**src/rtl/seg_scan_pkg.sv**
```systemverilog
// Shared types and constants for the seven-segment scan driver.
// Segment patterns are active-low, ordered {g,f,e,d,c,b,a}.
package seg_scan_pkg;

  typedef enum logic [1:0] {
    IDLE  = 2'd0,
    BLANK = 2'd1,
    DRIVE = 2'd2
  } state_t;

  localparam logic [6:0] SEG_OFF = 7'h7F;
  localparam logic       AN_OFF  = 1'b1;

  localparam logic [6:0] HEX_SEG [16] = '{
    7'h40, 7'h79, 7'h24, 7'h30, 7'h19, 7'h12, 7'h02, 7'h78,
    7'h00, 7'h10, 7'h08, 7'h03, 7'h46, 7'h21, 7'h06, 7'h0E
  };

endpackage

```
**src/rtl/seg_scan_if.sv**
```systemverilog
// Display-side bundle: scan tick and frame inputs in, anode/segment drive out.
// The DUT takes the slave view; whoever supplies digits and watches the pins takes master.
interface seg_scan_if #(
  parameter int NUM_DIGITS = 4
);
  logic                    segclk;
  logic [4*NUM_DIGITS-1:0] value;
  logic [NUM_DIGITS-1:0]   dp_mask;
  logic [NUM_DIGITS-1:0]   blank_mask;
  logic [NUM_DIGITS-1:0]   an;
  logic [6:0]              seg;
  logic                    dp;
  logic                    frame_start;

  modport master (
    output segclk, value, dp_mask, blank_mask,
    input  an, seg, dp, frame_start
  );

  modport slave (
    input  segclk, value, dp_mask, blank_mask,
    output an, seg, dp, frame_start
  );
endinterface

```
**src/rtl/seg_hex_decode.sv**
```systemverilog
// Hex nibble to active-low seven-segment pattern; purely combinational, no handshake.
module seg_hex_decode
  import seg_scan_pkg::*;
(
  input  logic [3:0] i_hex,
  output logic [6:0] o_seg
);

  assign o_seg = HEX_SEG[i_hex];

endmodule

```
**src/rtl/seg_scan.sv**
```systemverilog
// Time-multiplexed seven-segment scanner: one digit per segclk tick, blank gap between digits.
// Outputs registered, 1 clk behind the state that selects them; no backpressure, ticks during BLANK are dropped.
module seg_scan
  import seg_scan_pkg::*;
#(
  parameter int NUM_DIGITS   = 4,
  parameter int BLANK_CYCLES = 16
) (
  input logic      clk,
  input logic      clr_n,
  seg_scan_if.slave bus
);

  localparam int IDX_W = (NUM_DIGITS > 1) ? $clog2(NUM_DIGITS) : 1;
  localparam int CNT_W = (BLANK_CYCLES > 0) ? $clog2(BLANK_CYCLES + 1) : 1;
  localparam logic [IDX_W-1:0] IDX_LAST = IDX_W'(NUM_DIGITS - 1);
  localparam logic [CNT_W-1:0] CNT_LAST = (BLANK_CYCLES > 0) ? CNT_W'(BLANK_CYCLES - 1) : '0;

  state_t                  r_state;
  state_t                  w_state_nxt;
  logic                    r_segclk_q;
  logic                    w_tick;
  logic [IDX_W-1:0]        r_idx;
  logic [IDX_W-1:0]        w_idx_inc;
  logic [CNT_W-1:0]        r_cnt;
  logic                    w_blank_done;
  logic                    w_snap;
  logic [4*NUM_DIGITS-1:0] r_frame_value;
  logic [NUM_DIGITS-1:0]   r_frame_dp;
  logic [NUM_DIGITS-1:0]   r_frame_blank;
  logic                    r_frame_start;
  logic [3:0]              w_digit;
  logic [6:0]              w_digit_seg;
  logic [NUM_DIGITS-1:0]   w_an_nxt;
  logic [6:0]              w_seg_nxt;
  logic                    w_dp_nxt;
  logic [NUM_DIGITS-1:0]   r_an;
  logic [6:0]              r_seg;
  logic                    r_dp;

  // segclk is a slow level from the divider; only its rising edge matters here.
  assign w_tick       = bus.segclk & ~r_segclk_q;
  assign w_blank_done = (BLANK_CYCLES == 0) || (r_cnt == CNT_LAST);
  assign w_idx_inc    = (r_idx == IDX_LAST) ? '0 : r_idx + 1'b1;
  assign w_snap       = w_tick && ((r_state == IDLE) || ((r_state == DRIVE) && (r_idx == IDX_LAST)));
  assign w_digit      = r_frame_value[{r_idx, 2'b00} +: 4];

  seg_hex_decode u_dec (
    .i_hex (w_digit),
    .o_seg (w_digit_seg)
  );

  always_ff @(posedge clk or negedge clr_n) begin
    if (!clr_n) begin
      r_segclk_q <= 1'b1;
      r_state    <= IDLE;
    end else begin
      r_segclk_q <= bus.segclk;
      r_state    <= w_state_nxt;
    end
  end

  always_comb begin
    w_state_nxt = r_state;
    unique case (r_state)
      IDLE:    if (w_tick)       w_state_nxt = BLANK;
      BLANK:   if (w_blank_done) w_state_nxt = DRIVE;
      DRIVE:   if (w_tick)       w_state_nxt = BLANK;
      default:                   w_state_nxt = IDLE;
    endcase
  end

  always_ff @(posedge clk or negedge clr_n) begin
    if (!clr_n) begin
      r_idx         <= '0;
      r_cnt         <= '0;
      r_frame_value <= '0;
      r_frame_dp    <= '0;
      r_frame_blank <= '0;
      r_frame_start <= 1'b0;
    end else begin
      r_frame_start <= w_snap;
      r_cnt         <= (r_state == BLANK) ? r_cnt + 1'b1 : '0;
      if ((r_state == IDLE) && w_tick) begin
        r_idx <= '0;
      end else if ((r_state == DRIVE) && w_tick) begin
        r_idx <= w_idx_inc;
      end
      // Frame registers only move at digit 0 so a half-scanned value never tears.
      if (w_snap) begin
        r_frame_value <= bus.value;
        r_frame_dp    <= bus.dp_mask;
        r_frame_blank <= bus.blank_mask;
      end
    end
  end

  always_comb begin
    w_an_nxt  = {NUM_DIGITS{AN_OFF}};
    w_seg_nxt = SEG_OFF;
    w_dp_nxt  = 1'b1;
    if ((r_state == DRIVE) && !r_frame_blank[r_idx]) begin
      w_an_nxt[r_idx] = ~AN_OFF;
      w_seg_nxt       = w_digit_seg;
      w_dp_nxt        = ~r_frame_dp[r_idx];
    end
  end

  always_ff @(posedge clk or negedge clr_n) begin
    if (!clr_n) begin
      r_an  <= {NUM_DIGITS{AN_OFF}};
      r_seg <= SEG_OFF;
      r_dp  <= 1'b1;
    end else begin
      r_an  <= w_an_nxt;
      r_seg <= w_seg_nxt;
      r_dp  <= w_dp_nxt;
    end
  end

  assign bus.an          = r_an;
  assign bus.seg         = r_seg;
  assign bus.dp          = r_dp;
  assign bus.frame_start = r_frame_start;

endmodule

```
**src/flat_wrapper.sv**
```systemverilog
// flat-port wrapper written by rule: the top's interface ports become plain ports
module seg_scan_flat import seg_scan_pkg::*;
#(
  parameter int NUM_DIGITS   = 4,
  parameter int BLANK_CYCLES = 16
)
  (clk, clr_n, bus_segclk, bus_value, bus_dp_mask, bus_blank_mask, bus_an, bus_seg, bus_dp, bus_frame_start);
  seg_scan_if #(.NUM_DIGITS(NUM_DIGITS)) bus_i ();
  input logic clk;
  input logic clr_n;
  input wire logic [$bits(bus_i.segclk)-1:0] bus_segclk;
  input wire logic [$bits(bus_i.value)-1:0] bus_value;
  input wire logic [$bits(bus_i.dp_mask)-1:0] bus_dp_mask;
  input wire logic [$bits(bus_i.blank_mask)-1:0] bus_blank_mask;
  output wire logic [$bits(bus_i.an)-1:0] bus_an;
  output wire logic [$bits(bus_i.seg)-1:0] bus_seg;
  output wire logic [$bits(bus_i.dp)-1:0] bus_dp;
  output wire logic [$bits(bus_i.frame_start)-1:0] bus_frame_start;
  assign bus_i.segclk = bus_segclk;
  assign bus_i.value = bus_value;
  assign bus_i.dp_mask = bus_dp_mask;
  assign bus_i.blank_mask = bus_blank_mask;
  assign bus_an = bus_i.an;
  assign bus_seg = bus_i.seg;
  assign bus_dp = bus_i.dp;
  assign bus_frame_start = bus_i.frame_start;
  seg_scan #(.NUM_DIGITS(NUM_DIGITS), .BLANK_CYCLES(BLANK_CYCLES)) u_core (.clk(clk), .clr_n(clr_n), .bus(bus_i));
endmodule
```
**config.mk**
```make
export PLATFORM = sky130hd
export DESIGN_NAME = seg_scan_flat
export DESIGN_NICKNAME = d
export VERILOG_FILES = /design/src/rtl/seg_scan_pkg.sv /design/src/rtl/seg_scan_if.sv /design/src/rtl/seg_hex_decode.sv /design/src/rtl/seg_scan.sv /design/src/flat_wrapper.sv
export SDC_FILE = /design/constraint.sdc
export NUM_CORES = 1
export LEC_CHECK = 0
export CAP_MARGIN = 20
export CORE_UTILIZATION = 47
export CTS_CLUSTER_DIAMETER = 120
export DETAILED_ROUTE_END_ITERATION = 12
export PLACE_DENSITY = 0.8
export SYNTH_ARGS = -nofsm -noshare
export SYNTH_HDL_FRONTEND = slang
export SYNTH_SLANG_ARGS = --single-unit
```
**constraint.sdc**
```tcl
create_clock -name clk -period 2 [get_ports clk]
set_clock_uncertainty 0.05 [all_clocks]
set_input_delay 0.6 -clock clk [delete_from_list [all_inputs] [get_ports clk]]
set_output_delay 0.6 -clock clk [all_outputs]
set_load 0.005 [all_outputs]
```
==> summary.txt, run 1 <==
Status
  – Status: finished clean

Cells and area
  – Nets: 251
  – Most common cell after layout, fill and taps aside: clkdlybuf4s50_1
  – Fillcell total: 338
  – Non-Filler Instances: 265
  – Share of cells above drive strength 1: 0.338
  – Commonest non-fill, non-tap cells in the layout: clkdlybuf4s50_1, dfrtp_1, mux2_2
  – Final Cell Area: 0.00281 mm^2
  – Final Util: 0.642
  – Antenna diodes: 0
  – Area grow syn2layout: 29.5%

Setup path
  – Endpoint type of the worst setup path: primary output
  – Crit path launch: u_core.bus.an[3]
  – Critical Path AT: 1310 ps
  – Worst setup path endpoint: bus_an[3]
  – CP startpoint kind: flop
  – CP bufs+invs: 1
  – Slowest stage cell, crit path: dfstp_2
  – Critical Setup Path Class: flop to primary output
  – Critical path peak fanout: 1
  – Top Family by Delay on Critical Path: flip-flops
  – Worst path cell trace: clkdlybuf4s50_1
  – Stages on the worst setup path: 1
  – Required time worst endpoint: 1350 ps
  – Worst stage delay on the critical path: 520 ps
  – R2r worst-path depth: 7
  – Worst R2R End: u_core.bus.seg[6]
  – Reg2reg start: u_core.r_idx[1]
  – Worst R2R Setup Slack: 100 ps

STA
  – Final setup viols: 0
  – Slew Limit Fails: 0
  – Final worst slack: 39.3 ps
  – RSZ-0062 raised after global routing: false
  – Maximum clock rate: 510 MHz
  – Final hold violations: 0
  – Final period util: 0.980
  – Tmin final: 1960 ps
  – Headroom to the max-slew limit: 0.664
  – Tightest Pin Transition: 504 ps

Yosys
  – Synthesized area: 0.00217 mm^2
  – Fraction of registers with async set/reset: 1.00
  – Synthesized Nets: 199
  – Post-synth EDFFs: 0
  – #FFs+latches synth: 47
  – Seq/Total Area, Yosys: 0.549
  – Post-synthesis cell type count: 32
  – Ys Warns: 0
  – Top_reg_cell synth: dfrtp_1
  – Mean Syn Cell Area: 13.6 um^2
  – Synth Instances: 160

Power and ir drop
  – PD cells: 1170 mW/mm^2
  – Lkg Pwr: 1.23 nW
  – Maximum VDD drop: 0.000625 V

Floorplanning
  – Die area: 0.00490 mm^2
  – I/O pin cnt: 40
  – Die Y: 70.0 um
  – Die Wd: 70.0 um
  – Initial core utilization: 0.495
  – Placeable Area: 0.00438 mm^2
  – Num rows: 24

Placed design
  – Post-DP HPWL: 3110 um
  – Area after DPL: 0.00270 mm^2
  – GPL Wtd Cong: 0.964
  – Placed Cells incl. Taps: 257
  – Port Buffer Count: 39
  – Placement Setup Slack: -113 ps

Route
  – Via count: 1409
  – Final wirelength: 4100 um
  – Remaining DRCs: 0
  – Antenna Nets Post-Route: 0
  – First-pass iteration count of the detailed router: 4
  – Via-per-instance ratio: 5.32
  – First DRT Iteration DRCs: 88
  – DR WL/cell: 15.5 um

Job
  – Total of max-cap violations: 0

Global route
  – Initial antenna violation count: 0
  – Largest net degree at the start of global routing: 27
  – Met1 Resource Use GR: 0.205
  – Vias in the first global route: 1537
  – Busiest grt layer: met2
  – First-pass GRT wire length: 7040 um
  – Met2 Use GR: 0.335
  – Total Routing Usage GR: 0.187
  – GRT Residual Overflow: 0
  – Met3 Use GR: 0.0462

Clock tree
  – Setup bufs post-CTS: 0
  – Clock buffer depth: 2
  – Htree depth: 2
  – Root Buffer: clkbuf_8
  – # hold bufs at CTS: 0
  – Reg clk slew, reported paths: 90 ps
  – Worst-skew pair later-pin latency: 300 ps
  – CTS tree: yes
  – Num CTS Buffers: 5
  – Clock sink total: 47

Min path
  – Hold/Removal Path Class: input pin to async pin
registers in the layout (all words and copies together) (netlist names):
name                    flops
u_core.r_state              2
u_core.r_cnt                5
u_core.r_idx                2
u_core.bus.an               4
u_core.bus.seg              7
u_core.bus.frame_start      1
u_core.bus.dp               1
u_core.r_frame_blank        4
u_core.r_frame_dp           4
u_core.r_frame_value       16
u_core.r_segclk_q           1
routing by layer:
metal | vias to the layer above | routed length [um]
met5 | - | 0
met4 | 0 | 115
met3 | 15 | 166
met2 | 49 | 2180
met1 | 693 | 1640
li1 | 652 | -
worst min-delay path by stage:
stage               startpoint                      to  slack [ps]  depth (start not counted)
6_report                 clr_n         u_core.r_idx[0]         210                          1
2_1_floorplan            clr_n  u_core.bus.frame_start         250                          0
3_5_place_dp   u_core.r_cnt[0]         u_core.r_cnt[0]         420                          1
5_1_grt                  clr_n         u_core.r_idx[0]         230                          1
3_3_place_gp   u_core.r_cnt[0]         u_core.r_cnt[0]         390                          1
4_1_cts                  clr_n         u_core.r_cnt[4]         210                          1
repair_timing:
action / 4_1_cts / 5_1_grt
hold endpoints to repair: 0 / 0
gates resized for setup: 1 / 2
endpoints found under the setup margin: 1 / 4
cell type report:
type | count | area (um^2) | share of cell area
multi-input combinational | 94 | 881 | 0.313
tap | 52 | 65.1 | 0.0231
clock buffer | 6 | 82.6 | 0.0294
clock inverter | 2 | 35.0 | 0.0125
sequential | 47 | 1190 | 0.424
timing repair buffer | 53 | 514 | 0.183
inverter | 11 | 41.3 | 0.0147
synth_stat cells, drive strengths merged (3+ instances only):
library cell / number / area [um^2]
nand2: 12 / 45.0
nand2b: 5 / 38.8
dfstp: 13 / 342
dfrtp: 34 / 851
mux4: 6 / 135
o21ai: 4 / 20.0
inv: 11 / 41.3
buf: 7 / 53.8
nor2: 7 / 26.3
mux2: 26 / 297
mux2i: 3 / 30.0
ha: 12 / 150
through the flow:
stage | total power [W] | hold WS (ps) | TNS [ps]
after floorplan | 0.00221 | 254 | 0
after global placement | 0.00245 | 393 | -1770
after detailed placement | 0.00258 | 416 | -2490
after CTS | 0.00330 | 215 | 0
after global routing | 0.00349 | 228 | 0
final | 0.00330 | 207 | 0
cell families after synthesis:
group,synth area share
compound gates,0.0421
xor+xnor,0.00807
fa+ha+maj,0.0691
buf+inv,0.0455
flops,0.549
mux,0.213
simple gates,0.0737
power by group:
group	internal, W	switching, W
logic	0.000639	0.000511
registers	0.00125	0.000178
clock network	0.000404	0.000313
Note: power is estimated with default switching activity, not from simulation.
==> inputs of run 2 (changes only) <==
--- a/config.mk
+++ b/config.mk
@@ -6,6 +6,7 @@
 export NUM_CORES = 1
 export LEC_CHECK = 0
 export CAP_MARGIN = 20
+export CORE_MARGIN = 10
 export CORE_UTILIZATION = 47
 export CTS_CLUSTER_DIAMETER = 120
 export DETAILED_ROUTE_END_ITERATION = 12
==> run 2 against run 1 <==
- global-route usage down 6.9 points
- sequential share of layout area down 0.32 points
- highest routed layer unchanged
- combinational power about the same
- clock power down 24%
- critical endpoint is now bus_seg[2]
- critical path type unchanged
- largest cell class unchanged
- core utilization about the same
- largest power group unchanged
==> summary.txt, run 2 (synthesis gave the netlist of run 1 again) <==
Status
  – Status: finished clean (unchanged)

Clock tree
  – Clock buffer depth: 2 (unchanged)
  – Root Buffer: clkbuf_8 (unchanged)
  – Worst-skew pair later-pin latency: 300 ps (about the same)
  – Htree depth: 2 (unchanged)
  – Num CTS Buffers: 5 (unchanged)
  – CTS tree: yes (unchanged)
  – Clock sink total: 47 (unchanged)
  – Reg clk slew, reported paths: 80 ps (was 90 ps)
  – # hold bufs at CTS: 0 (unchanged)

Power and ir drop
  – Maximum VDD drop: 0.000666 V (was 0.000625 V)
  – PD cells: 1100 mW/mm^2 (was 1170 mW/mm^2)
  – Lkg Pwr: 1.23 nW (about the same)
  – Total power: 0.00311 W (was 0.00330 W)

Route
  – Via count: 1412 (was 1409)
  – Final wirelength: 4290 um (was 4100 um)
  – First-pass iteration count of the detailed router: 4 (unchanged)
  – Remaining DRCs: 0 (unchanged)
  – Antenna Nets Post-Route: 0 (unchanged)
  – First DRT Iteration DRCs: 93 (was 88)
  – DR WL/cell: 15.9 um (was 15.5 um)
  – Via-per-instance ratio: 5.23 (was 5.32)

Cells and area
  – Share of cells above drive strength 1: 0.349 (was 0.338)
  – Antenna diodes: 0 (unchanged)
  – Non-Filler Instances: 270 (was 265)
  – Area grow syn2layout: 30.5% (was 29.5%)
  – Final Util: 0.642 (about the same)
  – Commonest non-fill, non-tap cells in the layout: dfrtp_1, clkdlybuf4s50_1, mux2_2 (was clkdlybuf4s50_1, dfrtp_1, mux2_2)
  – Nets: 256 (was 251)
  – Max reg flops: 16 (unchanged)
  – Most common cell after layout, fill and taps aside: dfrtp_1 (was clkdlybuf4s50_1)
  – Largest Register: u_core.r_frame_value (unchanged)
  – Fillcell total: 321 (was 338)

Setup path
  – Critical path peak fanout: 1 (unchanged)
  – Worst stage delay on the critical path: 520 ps (about the same)
  – Critical Path AT: 1310 ps (about the same)
  – Endpoint type of the worst setup path: primary output (unchanged)
  – Required time worst endpoint: 1350 ps (about the same)
  – Worst path cell trace: clkdlybuf4s50_1 (unchanged)
  – Critical Setup Path Class: flop to primary output (unchanged)
  – CP startpoint kind: flop (unchanged)
  – Stages on the worst setup path: 1 (unchanged)
  – R2r worst-path depth: 6 (was 7)
  – CP bufs+invs: 1 (unchanged)
  – Top Family by Delay on Critical Path: flip-flops (unchanged)
  – Slowest stage cell, crit path: dfstp_2 (unchanged)

STA
  – Tmin final: 1960 ps (about the same)
  – Headroom to the max-slew limit: 0.697 (was 0.664)
  – Slew Limit Fails: 0 (unchanged)
  – Tightest Pin Transition: 455 ps (was 504 ps)
  – Final setup viols: 0 (unchanged)
  – Final hold violations: 0 (unchanged)
  – Maximum clock rate: 509 MHz (was 510 MHz)
  – Final period util: 0.982 (was 0.980)

Floorplanning
  – Num rows: 24 (unchanged)
  – Die area: 0.00774 mm^2 (was 0.00490 mm^2)
  – I/O pin cnt: 40 (unchanged)
  – Placeable Area: 0.00441 mm^2 (was 0.00438 mm^2)
  – Die Y: 88.0 um (was 70.0 um)
  – Die Wd: 88.0 um (was 70.0 um)
  – Initial core utilization: 0.492 (was 0.495)

Placed design
  – Post-DP HPWL: 3370 um (was 3110 um)
  – GPL Wtd Cong: 0.872 (was 0.964)
  – Placed Cells incl. Taps: 260 (was 257)
  – Port Buffer Count: 39 (unchanged)

Global route
  – Largest net degree at the start of global routing: 26 (was 27)
  – First-pass GRT wire length: 7280 um (was 7040 um)
  – GRT Residual Overflow: 0 (unchanged)
  – Vias in the first global route: 1599 (was 1537)
  – Initial antenna violation count: 0 (unchanged)
  – Total Routing Usage GR: 0.119 (was 0.187)

Min path
  – Hold/Removal Path Class: input pin to async pin (unchanged)

Job
  – Total of max-cap violations: 0 (unchanged)
run 2: routing by layer:
metal	global-route usage	share of wire	up-vias	wire (um)
met4	0.0507	0.017	0	71
met5	0	0	-	0
li1	-	-	670	-
met2	0.190	0.49	39	2120
met3	0.0557	0.073	7	313
met1	0.133	0.42	696	1780
run 2: repair_timing:
action,in CTS,in global routing
buffers inserted,0,2
hold endpoints to repair,0,0
pin swaps,0,0
gates cloned,0,0
resized for setup,1,11
endpoints found under the setup margin,3,14
run 2: where the power goes:
| group | switching, W | total (W) | internal [W] |
|---|---|---|---|
| registers | 0.000166 | 0.00142 | 0.00125 |
| clock network | 0.000302 | 0.000546 | 0.000244 |
| logic | 0.000502 | 0.00114 | 0.000640 |
run 2: metrics by stage:
stage | setup TNS (ps) | cell area (um^2) | hold WS, ps | setup slack, ps
finish | 0 | 2830 | 193 | 36.0
global route | -10.0 | 2830 | 209 | -10.0
CTS | 0 | 2790 | 194 | 13.1
detailed placement | -160 | 2710 | 411 | -18.2
global placement | 0 | 2710 | 393 | 11.8
floorplan | 0 | 2170 | 254 | 114
run 2: final timing paths:
| kind | startpoint | to | slack (ps) |
|---|---|---|---|
| hold reg to reg | u_core.r_cnt[0] | u_core.r_cnt[0] | 420 |
| setup reg to reg | u_core.r_idx[0] | u_core.bus.seg[3] | 80 |
| min in group clk | u_core.r_cnt[0] | u_core.r_cnt[0] | 420 |
| max in group asynchronous | clr_n | u_core.bus.seg[4] | 1070 |
| hold / removal | clr_n | u_core.r_state[1] | 190 |
| setup / recovery | u_core.bus.seg[2] | bus_seg[2] | 40 |
run 2: final cells by class:
class / instances / area, um^2 / share of cell area
Timing Repair Buffer: 58 / 566 / 0.200
Inverter: 11 / 41.3 / 0.0146
Multi-Input combinational cell: 94 / 883 / 0.312
Tap cell: 52 / 65.1 / 0.0230
Clock buffer: 6 / 72.6 / 0.0256
Sequential cell: 47 / 1190 / 0.421
Clock inverter: 2 / 12.5 / 0.00442
==> inputs of run 3 (changes only) <==
--- a/config.mk
+++ b/config.mk
@@ -7,10 +7,11 @@
 export LEC_CHECK = 0
 export CAP_MARGIN = 20
 export CORE_MARGIN = 10
-export CORE_UTILIZATION = 47
+export CORE_UTILIZATION = 49
+export CTS_BUF_LIST = sky130_fd_sc_hd__clkbuf_4
 export CTS_CLUSTER_DIAMETER = 120
 export DETAILED_ROUTE_END_ITERATION = 12
-export PLACE_DENSITY = 0.8
+export PLACE_DENSITY = 0.83
 export SYNTH_ARGS = -nofsm -noshare
 export SYNTH_HDL_FRONTEND = slang
 export SYNTH_SLANG_ARGS = --single-unit
==> run 3 against run 2 <==
- critical path type is now flop to flop
- non-clock buffer count did not move
- register-to-register slack improved by 30 ps
- core utilization rose by 1.0 points
- via count shrank 3.6%
- combinational power grew 7%
- critical endpoint is now u_core.bus.seg[6]
- largest cell class unchanged
- global-route usage hardly changed
- sequential share of layout area increased by 0.21 points
- sequential cell count stayed put
- sequential power about the same
- first-iteration DRC count down 56%
- hold slack got worse by 160 ps
==> summary.txt, run 3 (synthesis gave the netlist of run 1 again) <==
Placed design
  – Port Buffer Count: 39 (unchanged)
  – GPL Wtd Cong: 0.808 (was 0.872)
  – Placement Setup Slack: -14.9 ps (was -18.2 ps)
  – Post-DP HPWL: 3090 um (was 3370 um)

Route
  – Antenna Nets Post-Route: 0 (unchanged)
  – First DRT Iteration DRCs: 41 (was 93)
  – Remaining DRCs: 0 (unchanged)
  – Via-per-instance ratio: 5.04 (was 5.23)
  – Final wirelength: 4130 um (was 4290 um)
  – DR WL/cell: 15.3 um (was 15.9 um)
  – Via count: 1361 (was 1412)
  – First-pass iteration count of the detailed router: 4 (unchanged)

Cells and area
  – Fillcell total: 334 (was 321)
  – Commonest non-fill, non-tap cells in the layout: dfrtp_1, clkdlybuf4s50_1, mux2_2 (unchanged)
  – Area grow syn2layout: 29.8% (was 30.5%)
  – Nets: 256 (unchanged)
  – Largest Register: u_core.r_frame_value (unchanged)
  – Share of cells above drive strength 1: 0.358 (was 0.349)
  – Antenna diodes: 0 (unchanged)
  – Final Util: 0.652 (was 0.642)
  – Max reg flops: 16 (unchanged)
  – Most common cell after layout, fill and taps aside: dfrtp_1 (unchanged)

STA
  – Maximum clock rate: 529 MHz (was 509 MHz)
  – Final worst slack: 109 ps (was 36.0 ps)
  – Tightest Pin Transition: 281 ps (was 455 ps)
  – Slew Limit Fails: 0 (unchanged)
  – Final hold violations: 0 (unchanged)
  – Fin Hold WS: 31.6 ps (was 193 ps)
  – Headroom to the max-slew limit: 0.810 (was 0.697)
  – Final setup viols: 0 (unchanged)
  – Tmin final: 1890 ps (was 1960 ps)
  – Final period util: 0.946 (was 0.982)

Status
  – Status: finished clean (unchanged)

Setup path
  – Endpoint type of the worst setup path: flop (was primary output)
  – Critical Path AT: 2100 ps (was 1310 ps)
  – CP startpoint kind: flop (unchanged)
  – Reg2reg start: u_core.r_idx[0] (unchanged)
  – Top Family by Delay on Critical Path: multiplexers (was flip-flops)
  – Slowest stage cell, crit path: mux4_2 (was dfstp_2)
  – Required time worst endpoint: 2210 ps (was 1350 ps)
  – Worst stage delay on the critical path: 610 ps (was 520 ps)
  – Worst R2R Setup Slack: 110 ps (was 80 ps)
  – CP bufs+invs: 3 (was 1)
  – Critical Setup Path Class: flop to flop (was flop to primary output)
  – Crit path launch: u_core.r_idx[0] (was u_core.bus.seg[2])
  – Crit-path most repeated cell: buf_6
  – Critical path peak fanout: 8 (was 1)
  – Worst path cell trace: buf_6 > buf_6 > mux4_2 > buf_4 > o311ai_1 (was clkdlybuf4s50_1)

Min path
  – Hold/Removal Path Class: input pin to async pin (unchanged)

Clock tree
  – Clock buffer depth: 2 (unchanged)
  – Clock sink total: 47 (unchanged)
  – Htree depth: 2 (unchanged)
  – Num CTS Buffers: 5 (unchanged)
  – Root Buffer: clkbuf_4 (was clkbuf_8)
  – Reg clk slew, reported paths: 140 ps (was 80 ps)
  – Worst-skew pair later-pin latency: 360 ps (was 300 ps)
  – CTS tree: yes (unchanged)
  – # hold bufs at CTS: 0 (unchanged)

Global route
  – GRT Residual Overflow: 0 (unchanged)
  – Total Routing Usage GR: 0.119 (about the same)
  – Vias in the first global route: 1547 (was 1599)
  – Initial antenna violation count: 0 (unchanged)
  – First-pass GRT wire length: 7220 um (was 7280 um)
  – Largest net degree at the start of global routing: 26 (unchanged)

Floorplanning
  – Die area: 0.00750 mm^2 (was 0.00774 mm^2)
  – Placeable Area: 0.00432 mm^2 (was 0.00441 mm^2)
  – Initial core utilization: 0.502 (was 0.492)
  – Num rows: 24 (unchanged)
  – I/O pin cnt: 40 (unchanged)
  – Die Wd: 86.6 um (was 88.0 um)
  – Die Y: 86.6 um (was 88.0 um)

Power and ir drop
  – Maximum VDD drop: 0.000708 V (was 0.000666 V)
  – Lkg Pwr: 1.22 nW (was 1.23 nW)
  – PD cells: 1130 mW/mm^2 (was 1100 mW/mm^2)

Job
  – Total of max-cap violations: 0 (unchanged)
[run 3: cell types whose count changed in the layout (fill, tap and decap cells not counted), sizes merged]
cell / delta
dlygate4sd2: +12
clkbuf: -1
dlymetal6s2s: -10
clkinvlp: -1
clkdlybuf4s50: -2
clkinv: +1
bufinv: +1
[run 3: metrics by stage]
step           power, W  instances  instance area (um^2)  setup TNS (ps)
2_1_floorplan   0.00221        160                  2170               0
3_5_place_dp    0.00261        261                  2730           -54.0
6_report        0.00320        270                  2820               0
4_1_cts         0.00317        269                  2790               0
5_1_grt         0.00343        270                  2820           -14.1
3_3_place_gp    0.00253        261                  2730               0
[run 3: metal layers]
| layer | share of wire | vias up | track usage | wire length [um] |
|---|---|---|---|---|
| met1 | 0.42 | 654 | 0.141 | 1730 |
| met2 | 0.50 | 33 | 0.193 | 2070 |
| met4 | 0.014 | 0 | 0.0353 | 59 |
| met3 | 0.064 | 7 | 0.0488 | 265 |
| li1 | - | 667 | - | - |
| met5 | 0 | - | 0 | 0 |
[run 3: what timing repair did]
item                                    4_1_cts  5_1_grt
gates cloned                                  0        0
endpoints found under the setup margin       13        1
gates resized for setup                      13        7
buffers inserted                              0        1
[run 3: power by group]
group          internal (W)  switching (W)
sequential          0.00125       0.000167
clock              0.000258       0.000301
combinational      0.000710       0.000508
[run 3: area by class of cell]
cell class / count / area, um^2 / share of cell area
tap: 52 / 65.1 / 0.0231
clock buffer: 5 / 37.5 / 0.0133
sequential: 47 / 1190 / 0.423
timing repair buffer: 58 / 549 / 0.195
multi-input combinational: 94 / 895 / 0.317
inverter: 11 / 41.3 / 0.0146
clock inverter: 3 / 38.8 / 0.0138
[run 3: path summary, 6_finish.rpt]
path,cells past startpoint,end
setup / recovery,5,u_core.bus.seg[6]
max in group asynchronous,2,u_core.bus.dp
hold / removal,1,u_core.r_frame_value[11]
setup reg to reg,5,u_core.bus.seg[6]
hold reg to reg,1,u_core.r_cnt[0]
min in group clk,1,u_core.r_cnt[0]
==> variant 1, RTL diff (config.mk and constraints of run 2) <==
`BLANK_CYCLES` is set to 16 in 2 places; all go to 8.
--- a/src/rtl/seg_scan.sv
+++ b/src/rtl/seg_scan.sv
@@ -5,5 +5,5 @@
 #(
   parameter int NUM_DIGITS   = 4,
-  parameter int BLANK_CYCLES = 16
+  parameter int BLANK_CYCLES = 8
 ) (
   input logic      clk,
--- a/src/flat_wrapper.sv
+++ b/src/flat_wrapper.sv
@@ -3,5 +3,5 @@
 #(
   parameter int NUM_DIGITS   = 4,
-  parameter int BLANK_CYCLES = 16
+  parameter int BLANK_CYCLES = 8
 )
   (clk, clr_n, bus_segclk, bus_value, bus_dp_mask, bus_blank_mask, bus_an, bus_seg, bus_dp, bus_frame_start);
Function: same outputs for any inputs over 10 cycles, from zero or initial values; that may be too few to reach the edited logic, so the function may still have changed.
==> variant 1 against run 2 <==
  * Sequential share of layout area up 1.3 points
  * Power rose by 4.8%
  * Via count shrank 3.5%
  * Routed wire length decreased by 5.1%
  * Register-to-register slack improved by 0.02 ns
  * Worst setup slack improved by 0.0092 ns
  * Die area shrank 1.8%
  * Sequential cell count is 1 lower
  * Highest routed layer unchanged
  * Global-route usage shrank 0.92 points
  * Design area fell by 5.0%
  * Synthesized area shrank 2.4%
  * Cell count is 5.2% lower
  * First-iteration DRC count rose by 3.2%
==> variant 1: results (changes against run 2) <==
Outcome
  – Outcome: complete, no violations (unchanged)

Clock network
  – Post-CTS setup buffer count: 0 (unchanged)
  – H-tree depth: 2 (unchanged)
  – Num CTS Buffers: 5 (unchanged)
  – Clk_lat worst skew: 0.28 ns (was 0.30 ns)
  – CTS Buffer Depth: 2 (unchanged)
  – Worst-path clk slew: 0.08 ns (about the same)

Logic synthesis
  – Top cells by area, synth: dfrtp_1 39%, dfstp_2 16%, mux2_2 13% (unchanged)
  – Top post-synthesis cells by count: 33 x dfrtp_1, 24 x mux2_2, 13 x dfstp_2 (was 34 x dfrtp_1, 25 x mux2_2, 13 x dfstp_2)
  – Cell variety after synth: 30 (was 32)
  – Post-synthesis sequential area ratio: 55.0% (was 54.9%)
  – Ys flop type: dfrtp_1 (unchanged)
  – Synthesized net count: 193 (was 199)

Global routing
  – First-pass GRT wire length: 6670 µm (was 7280 µm)
  – Initial antenna violation count: 0 (unchanged)
  – Overall routing resource usage: 11.0% (was 11.9%)
  – Pin count of the biggest net entering global routing: 47 (was 26)

Min path
  – Worst Hold Class: input port to asynchronous set/reset pin (unchanged)

Power
  – Peak supply drop: 0.648 mV (was 0.666 mV)
  – Sw Share: 31.6% (was 31.2%)
  – LEAKAGE: 1.16 nW (was 1.23 nW)

Detailed routing
  – DRT met1 WL: 1670 µm (was 1780 µm)
  – Via count: 1,362 (was 1,412)
  – DRT Pass-1 Iters: 4 (unchanged)
  – Overall routed net length: 4070 µm (was 4290 µm)
  – DR top layer: met4 (unchanged)
  – DRT iter0 DRCs: 96 (was 93)
  – WL met2: 2110 µm (was 2120 µm)
  – Routed Antenna Nets: 0 (unchanged)
  – # DRC: 0 (unchanged)
  – Met3 WL post-DR: 237 µm (was 313 µm)

Setup path
  – Reg2Reg Setup Slack: 0.10 ns (was 0.08 ns)
  – Delay-heaviest family, CP: flip-flops (unchanged)
  – Largest stage delay, worst path: 0.52 ns (about the same)
  – R2r worst-path depth: 6 (unchanged)
  – R2R Path Start: u_core.r_idx[0] (unchanged)
  – Max Fanout on Critical Path: 1 (unchanged)
  – FF-to-FF End: u_core.r_frame_value[12] (was u_core.bus.seg[3])
  – Slowest library cell on the worst path: dfstp_2 (unchanged)
  – CP Data Arrival Time: approximately 1.3 ns

Placement
  – IO buf count: 39 (unchanged)
  – Dpl cell area: 2610 µm² (was 2710 µm²)
  – Gpl congestion: 0.829 (was 0.872)
  – Post-DP HPWL: 3180 µm (was 3370 µm)

Timing
  – Final hold slack: 0.336 ns (was 0.193 ns)
  – Final Hold Viols: 0 (unchanged)
  – Worst Tran Pin Value: 0.547 ns (was 0.455 ns)

Final layout
  – Max reg flops: 16 (unchanged)
  – Final nets: 241 (was 256)
  – Fraction of layout cells with a size suffix above 1: 30.9% (was 34.9%)
  – # diodes: 0 (unchanged)
==> variant 1: cell count changes after synthesis, moves of 2 or more <==
cell             run 2  this run
and3_1               2         0
inv_1               11         9
mux4_1               0         4
mux4_2               6         2
nand2b_1             4         7
nand3_1              1         3
nor2b_1              0         2
o21ai_0              3         1
o221ai_1             2         4
==> variant 1: worst max path at each step <==
stage / slack [ns] / start / end
6_report: 0.05 / u_core.bus.seg[4] / bus_seg[4]
5_1_grt: 0.0003 / u_core.bus.seg[3] / bus_seg[3]
4_1_cts: 0.01 / u_core.r_idx[0] / u_core.bus.seg[1]
3_5_place_dp: -0.17 / bus_segclk / u_core.r_frame_value[12]
3_3_place_gp: -0.11 / bus_segclk / u_core.r_frame_value[3]
2_1_floorplan: 0.04 / u_core.r_idx[0] / u_core.bus.seg[3]
==> variant 1: layout make-up <==
class	count	area, µm²
Fill cell	315	1660
Sequential cell	46	1170
Multi-Input combinational cell	92	861
Timing Repair Buffer	49	473
Clock buffer	8	90.1
Tap cell	52	65.1
Inverter	9	33.8
==> variant 1: what timing repair did <==
item	in CTS	in global routing
pin swaps	0	0
gates cloned	0	0
gates resized for setup	1	3
endpoints found under the setup margin	3	5
==> variant 1: stage by stage <==
step	worst slack, ns	util [%]	std cells
after floorplan	0.0448	-	155
after CTS	0.0141	62.0	256
after detailed placement	-0.174	59.9	248
after global placement	-0.114	59.9	248
after global routing	0.000350	61.8	256
final	0.0452	61.8	256
==> variant 1: cells by family after synthesis <==
logic type,Yosys count,synth area share [%]
AO/OA/AOI/OAI,13,4.31
XOR/XNOR,2,0.826
adder cells (fa/ha/maj),11,6.49
buffers and inverters,17,4.01
flip-flops,46,55.0
multiplexers,34,21.9
AND/OR/NAND/NOR,32,7.37
==> variant 1: metal layers <==
| metal | up-vias | GRT usage [%] |
|---|---|---|
| met3 | 4 | 3.56 |
| met4 | 0 | 5.22 |
| met5 | - | 0 |
| li1 | 634 | - |
| met1 | 681 | 12.1 |
| met2 | 43 | 18.6 |
==> variant 1: power groups by stage <==
stage	logic, mW	registers (mW)	clock network, mW
global placement	1.19	1.39	0
CTS	1.29	1.41	0.580
global route	1.42	1.45	0.616
floorplan	0.985	1.35	0
finish	1.29	1.41	0.558
detailed placement	1.29	1.43	0
